--- src/rtl/mini_src_pkg.sv ---
// Shared Mini SRC definitions: branch condition encodings, where the condition
// field sits in the instruction register, and the branch unit FSM states.
package mini_src_pkg;

   localparam logic [2:0] COND_ZERO   = 3'b000;
   localparam logic [2:0] COND_NZERO  = 3'b001;
   localparam logic [2:0] COND_POS    = 3'b010;
   localparam logic [2:0] COND_NEG    = 3'b011;
   localparam logic [2:0] COND_ALWAYS = 3'b100;
   localparam logic [2:0] COND_NEVER  = 3'b101;
   localparam logic [2:0] COND_SLT    = 3'b110;
   localparam logic [2:0] COND_EQ     = 3'b111;

   localparam int COND_FIELD_LSB = 19;
   localparam int COND_FIELD_MSB = 21;

   typedef enum logic {
      ST_IDLE  = 1'b0,
      ST_ARMED = 1'b1
   } bcu_state_e;

   // Codes 11x compare a captured first operand against the bus.
   function automatic logic is_two_operand(input logic [2:0] code);
      return code[2:1] == 2'b11;
   endfunction

endpackage

--- src/rtl/cond_eval.sv ---
// Combinational branch condition evaluator; single-operand codes ignore a_in,
// two-operand codes compare a_in against bus_in.
module cond_eval
   import mini_src_pkg::*;
#(
   parameter int DATA_WIDTH = 32
) (
   input  logic [2:0]            code,
   input  logic [DATA_WIDTH-1:0] a_in,
   input  logic [DATA_WIDTH-1:0] bus_in,
   output logic                  result
);

   always_comb begin
      result = 1'b0;
      case (code)
         COND_ZERO:   result = (bus_in == '0);
         COND_NZERO:  result = (bus_in != '0);
         COND_POS:    result = ~bus_in[DATA_WIDTH-1];
         COND_NEG:    result = bus_in[DATA_WIDTH-1];
         COND_ALWAYS: result = 1'b1;
         COND_NEVER:  result = 1'b0;
         COND_SLT:    result = ($signed(a_in) < $signed(bus_in));
         COND_EQ:     result = (a_in == bus_in);
         default:     result = 1'b0;
      endcase
   end

endmodule

--- src/rtl/branch_cond_unit.sv ---
// Branch condition register for the Mini SRC control unit: evaluates a condition
// per strobe, captures a first operand for two-operand codes, keeps statistics.
module branch_cond_unit
   import mini_src_pkg::*;
#(
   parameter int DATA_WIDTH = 32,
   parameter int HIST_DEPTH = 8,
   parameter int CNT_WIDTH  = 16
) (
   input  logic                  clk,
   input  logic                  clear,
   input  logic [2:0]            cond_code,
   input  logic [DATA_WIDTH-1:0] bus_in,
   input  logic                  con_in,
   output logic                  con,
   output logic                  con_valid,
   output logic                  busy,
   output logic [HIST_DEPTH-1:0] hist,
   output logic [CNT_WIDTH-1:0]  taken_cnt,
   output logic [CNT_WIDTH-1:0]  eval_cnt
);

   bcu_state_e            state_q, state_d;
   logic [DATA_WIDTH-1:0] a_q, a_d;
   logic                  con_q, con_d;
   logic                  con_valid_q, con_valid_d;
   logic [HIST_DEPTH-1:0] hist_q, hist_d, hist_shifted;
   logic [CNT_WIDTH-1:0]  taken_q, taken_d;
   logic [CNT_WIDTH-1:0]  eval_q, eval_d;

   logic two_op;
   logic capture;
   logic complete;
   logic result;

   cond_eval #(
      .DATA_WIDTH (DATA_WIDTH)
   ) u_cond_eval (
      .code   (cond_code),
      .a_in   (a_q),
      .bus_in (bus_in),
      .result (result)
   );

   generate
      if (HIST_DEPTH == 1) begin : g_hist_one
         assign hist_shifted = result;
      end else begin : g_hist_many
         assign hist_shifted = {hist_q[HIST_DEPTH-2:0], result};
      end
   endgenerate

   assign two_op   = is_two_operand(cond_code);
   assign capture  = con_in && (state_q == ST_IDLE) && two_op;
   // Any other strobe completes; an ARMED unit seeing a single-operand code drops A.
   assign complete = con_in && !capture;

   always_comb begin
      state_d     = state_q;
      a_d         = a_q;
      con_d       = con_q;
      con_valid_d = 1'b0;
      hist_d      = hist_q;
      taken_d     = taken_q;
      eval_d      = eval_q;

      if (capture) begin
         state_d = ST_ARMED;
         a_d     = bus_in;
      end

      if (complete) begin
         state_d     = ST_IDLE;
         con_d       = result;
         con_valid_d = 1'b1;
         hist_d      = hist_shifted;
         if (eval_q != '1) begin
            eval_d = eval_q + CNT_WIDTH'(1);
         end
         if (result && (taken_q != '1)) begin
            taken_d = taken_q + CNT_WIDTH'(1);
         end
      end
   end

   always_ff @(posedge clk) begin
      if (clear) begin
         state_q     <= ST_IDLE;
         a_q         <= '0;
         con_q       <= 1'b0;
         con_valid_q <= 1'b0;
         hist_q      <= '0;
         taken_q     <= '0;
         eval_q      <= '0;
      end else begin
         state_q     <= state_d;
         a_q         <= a_d;
         con_q       <= con_d;
         con_valid_q <= con_valid_d;
         hist_q      <= hist_d;
         taken_q     <= taken_d;
         eval_q      <= eval_d;
      end
   end

   assign con       = con_q;
   assign con_valid = con_valid_q;
   assign busy      = (state_q == ST_ARMED);
   assign hist      = hist_q;
   assign taken_cnt = taken_q;
   assign eval_cnt  = eval_q;

endmodule

--- config.mk ---
export PLATFORM = sky130hd
export DESIGN_NAME = branch_cond_unit
export DESIGN_NICKNAME = d
export VERILOG_FILES = /design/src/rtl/mini_src_pkg.sv /design/src/rtl/cond_eval.sv /design/src/rtl/branch_cond_unit.sv
export SDC_FILE = /design/constraint.sdc
export NUM_CORES = 1
export LEC_CHECK = 0
export CAP_MARGIN = 20
export CORE_MARGIN = 4
export CORE_UTILIZATION = 43
export CTS_CLUSTER_DIAMETER = 30
export DETAILED_ROUTE_END_ITERATION = 12
export GPL_TIMING_DRIVEN = 0
export MAX_ROUTING_LAYER = met4
export PLACE_DENSITY = 0.69
export SLEW_MARGIN = 0
export SYNTH_ARGS = -nofsm -noshare
export SYNTH_HDL_FRONTEND = slang
export SYNTH_SLANG_ARGS = --single-unit
--- constraint.sdc ---
create_clock -name clk -period 3.55 [get_ports clk]
set_input_delay 0.71 -clock clk [delete_from_list [all_inputs] [get_ports clk]]
set_output_delay 0.71 -clock clk [all_outputs]
set_load 0.01 [all_outputs]
==> implementation parameters <==
Parameter                              Value

Outcome
  Status ... completed

Setup path
  Beginning of the worst register-to-register path ... busy
  Worst path slowest cell ... sky130_fd_sc_hd__or4_4
  Arrival time reported for the critical path endpoint ... 3.59 ns
  Reg2Reg Capture Point ... eval_cnt[13]
  R2R Setup Slk ... ~0.8 ns
  Category of the most critical setup path ... in -> reg
  Delay of the slowest cell on the worst path ... 0.56 ns
  Number of cells on the worst reg-to-reg path ... 7
  CP Capture Point ... taken_cnt[1]
  Crit path top cell by count ... sky130_fd_sc_hd__buf_6
  Worst path cell trace ... clkdlybuf4s50_1 -> inv_1 -> ha_1 -> nand4_1 -> or4_4 -> nor4_4 -> o31a_2 -> a211oi_2 -> o21ai_2 -> buf_6 -> buf_6 -> mux2i_1 -> nor2_1
  CP required ... between 3 and 4 ns
  Maximum fanout along the worst path ... 10
  Worst setup EP type ... flip-flop
  Critical path origin ... bus_in[23]
  Launching element type of the critical path ... input pin

Yosys
  Post-Syn Area ... 0.00385 mm^2
  Post-synthesis net count ... between 500 and 600
  Count of yosys warnings during synthesis ... 0
  Portion of the post-synthesis area used by sequential elements ... 38.5%
  Post-synthesis cell count ... between 400 and 500
  Post-synth EDFFs ... 0
  Fraction of the mapped netlist area in compound gates ... between 10% and 20%
  Area share of xor/xnor cells in the synthesized design ... 2.27%
  Fraction of synthesized cell area taken by the top area cell type ... between 30% and 40%
  Flip-flop and latch count after synthesis ... 74
  Cell types occupying the most area after synthesis ... sky130_fd_sc_hd__dfxtp_1 38%, sky130_fd_sc_hd__ha_1 11%, sky130_fd_sc_hd__nand2_1 9.7%
  Share of synthesized flip-flops with an asynchronous set or reset ... 0%
  Count of different cell masters after synthesis ... 41
  Multiplexer fraction of the synthesized cell area ... less than 1%
  Top post-synthesis cells by count ... 99 x sky130_fd_sc_hd__nand2_1, 74 x sky130_fd_sc_hd__dfxtp_1, 73 x sky130_fd_sc_hd__a21oi_1, 40 x sky130_fd_sc_hd__inv_1, 34 x sky130_fd_sc_hd__ha_1
  Area share of and/or/nand/nor cells after synthesis ... 25.2%
  Largest family of logic cells by synthesized area ... simple AND/OR/NAND/NOR gates
  Cell type contributing the most total cell area after synthesis ... sky130_fd_sc_hd__dfxtp_1
  Most repeated cell in the gate-level netlist after synthesis ... sky130_fd_sc_hd__nand2_1
  Fraction of the mapped netlist area in adder cells ... 11.0%
  Prevailing post-synth register cell ... sky130_fd_sc_hd__dfxtp_1
  Syn Area/Cell ... 7.79 um^2

Power and ir drop
  Power density cells ... between 300 and 400 mW/mm^2
  Switching share of power ... 24.8%
  Portion of total power attributed to combinational logic ... about an eighth
  Internal power ... 0.00139 W
  Clock network fraction of design power ... between 40% and 50%
  LEAKAGE ... roughly 2.0 nW
  Register share of total power ... about 47%
  Net switching power ... 0.000457 W
  IR drop worst, VDD ... between 0.15 and 0.2 mV

Final layout
  Number of antenna diodes ... 0
  Fillers ... roughly 790
  Layout overhead on the synthesized area ... 30.7%
  Share of final-layout standard cells stronger than drive strength 1 ... roughly 5.1%
  Storage cell area ... 0.00148 mm^2
  Fin area ... 0.00503 mm^2
  Combined area of the multi-input logic cells ... approximately 0.0021 mm^2
  Post-Route Utilization ... between 50% and 60%
  Number of nets at the end of the flow ... about 660

Detailed routing
  Drt wl/cell ... 14.4 um
  Number of vias per cell after detailed routing ... 5.34
  Count of routing violations after the opening detailed-route iteration ... 150
  DRC violations left ... 0
  Number of optimization iterations in the first detailed-route pass ... 4
  Antenna violation net count after detailed routing ... 0
  Number of vias in the routed layout ... between 3,000 and 4,000
  Final wirelength ... approximately 10 mm

Clocking
  # clock sinks ... 74
  Buffer levels on the longest clock path ... 2
  H-Tree Level Count ... 3
  Setup repair bufs after CTS ... 0
  Number of CTS-inserted buffers ... 9
  CTS tree ... yes
  Clock root cell ... sky130_fd_sc_hd__clkbuf_8
  CTS Hold Buffers Added ... 0
  Clock transition time at the flip-flop clock pins of the worst setup and hold paths ... approximately 0.080 ns
  Source-to-sink clock delay at the later pin of the worst-skew pair ... between 0.3 and 0.4 ns

Timing
  Worst clock skew ... roughly 0.012 ns
  Final period utilization ... between 90 and 100%
  RSZ-0062 raised after global routing ... false
  Post-Route Setup TNS ... 0 ns
  Number of hold violations in the final report ... 0
  Number of failing setup endpoints in the final timing report ... 0
  Max-slew headroom at the worst pin ... between 60% and 70%
  Worst-Margin Slew ... between 0.5 and 0.6 ns
  Pins over their slew limit ... 0
  Maximum operating frequency ... 297 MHz
  Shortest clock period the worst path allows after layout ... 3.37 ns

Global routing
  Wire length of the first global-routing pass ... about 17 mm
  Largest net degree at the start of global routing ... 14
  GRT overflow ... 0
  Initial antenna violation count ... 0
  Vias in the first global route ... ~3,700
  Aggregate global-route resource usage ... 20.3%

Job
  Max-cap viol count ... 0

Floorplan
  Die outline height ... roughly 100 um
  Width of the die ... about 100 um
  Area of the die ... ~0.011 mm^2
  Initial standard-cell utilization of the core ... 44.1%
  Number of primary I/O pins ... ~80
  Cell Rows ... 34
  Area of the core ... about 0.0087 mm^2

Placed design
  Quantity of I/O buffers inserted on ports ... 79
  Post-place instance area ... 0.00478 mm^2
  Half-perimeter wire length of the detailed placement result ... between 7 and 8 mm
  Gp weighted congestion ... 0.896

Min path
  Start point of the worst hold path ... a_q[0]
  Classification of the worst-slack hold path ... reg -> reg
-- cell usage in the layout (no fill, tap or decap), drive strengths merged, types with 2 or more instances in the layout --
| master | count |
|---|---|
| inv | 41 |
| mux2i | 2 |
| clkbuf | 27 |
| nand3 | 18 |
| clkdlybuf4s50 | 77 |
| nor4 | 12 |
| dlymetal6s2s | 2 |
| buf | 5 |
| and2 | 2 |
| nand4 | 15 |
| o21ai | 24 |
| or3 | 18 |
| or4 | 2 |
| dfxtp | 74 |
| a21boi | 2 |
| and3 | 3 |
| xor2 | 4 |
| bufinv | 2 |
| a221oi | 3 |
| a21oi | 73 |
| nor3 | 6 |
| nor2 | 23 |
| ha | 34 |
| xnor2 | 6 |
| nand2 | 99 |
| o31a | 2 |
-- logic make-up after synthesis --
logic type | count (synthesis)
simple gates | 203
flops | 74
buf+inv | 60
mux | 2
fa+ha+maj | 34
compound gates | 111
xor+xnor | 10
-- power by group through the flow --
stage                     clock network (W)  logic (W)  registers [W]
after floorplan                           0   0.000113       0.000883
after global placement                    0   0.000214       0.000882
after detailed placement                  0   0.000219       0.000883
after CTS                          0.000773   0.000221       0.000863
after global routing               0.000811   0.000250       0.000866
final                              0.000761   0.000222       0.000863
-- how the worst min path moves through the flow --
stage	endpoint	slack, ns	cells past startpoint
after floorplan	a_q[0]	0.44	2
after global placement	a_q[0]	0.45	2
after detailed placement	a_q[0]	0.45	2
after CTS	a_q[0]	0.46	2
after global routing	a_q[11]	0.48	2
final	a_q[0]	0.46	2
-- layout make-up --
cell class / instances / area share, %
Clock inverter: 5 / 1.69
Inverter: 40 / 2.98
Multi-Input combinational cell: 360 / 42.3
Buffer: 20 / 2.01
Sequential cell: 74 / 29.4
Tap cell: 108 / 2.69
Timing Repair Buffer: 80 / 15.9
Clock buffer: 11 / 3.01
-- per-stage QoR --
step	power [W]	setup WS (ns)	cells	hold slack, ns
after floorplan	0.000996	0.551	494	0.436
after global placement	0.00110	-0.328	681	0.446
after detailed placement	0.00110	-0.305	681	0.448
after CTS	0.00186	0.0207	697	0.458
after global routing	0.00193	0.0125	698	0.478
final	0.00185	0.179	698	0.457
-- sequential cells by signal (all words and copies together) (netlist names) --
name / flops
busy: 1
eval_cnt: 16
a_q: 32
con_valid: 1
taken_cnt: 16
hist: 8
-- routing by layer --
| layer | vias to the layer above | GRT usage [%] | wire length [um] |
|---|---|---|---|
| met5 | - | - | 0 |
| met4 | 0 | 6.86 | 132 |
| met3 | 12 | 3.18 | 509 |
| met2 | 70 | 33.2 | 4730 |
| met1 | 1747 | 25.7 | 4710 |
| li1 | 1899 | - | - |
-- what timing repair did --
item / CTS / global route
endpoints found under the setup margin: 0 / 15
gates resized for setup: 0 / 4
hold endpoints to repair: 0 / 0
-- critical path, delay by kind of cell --
family	cells	cell delay, ns
AO/OA/AOI/OAI	3	0.53
adder cells (fa/ha/maj)	1	0.32
buffers and inverters	4	0.89
multiplexers	1	0.18
AND/OR/NAND/NOR	4	0.96
Note: power is estimated with default switching activity, not from simulation.
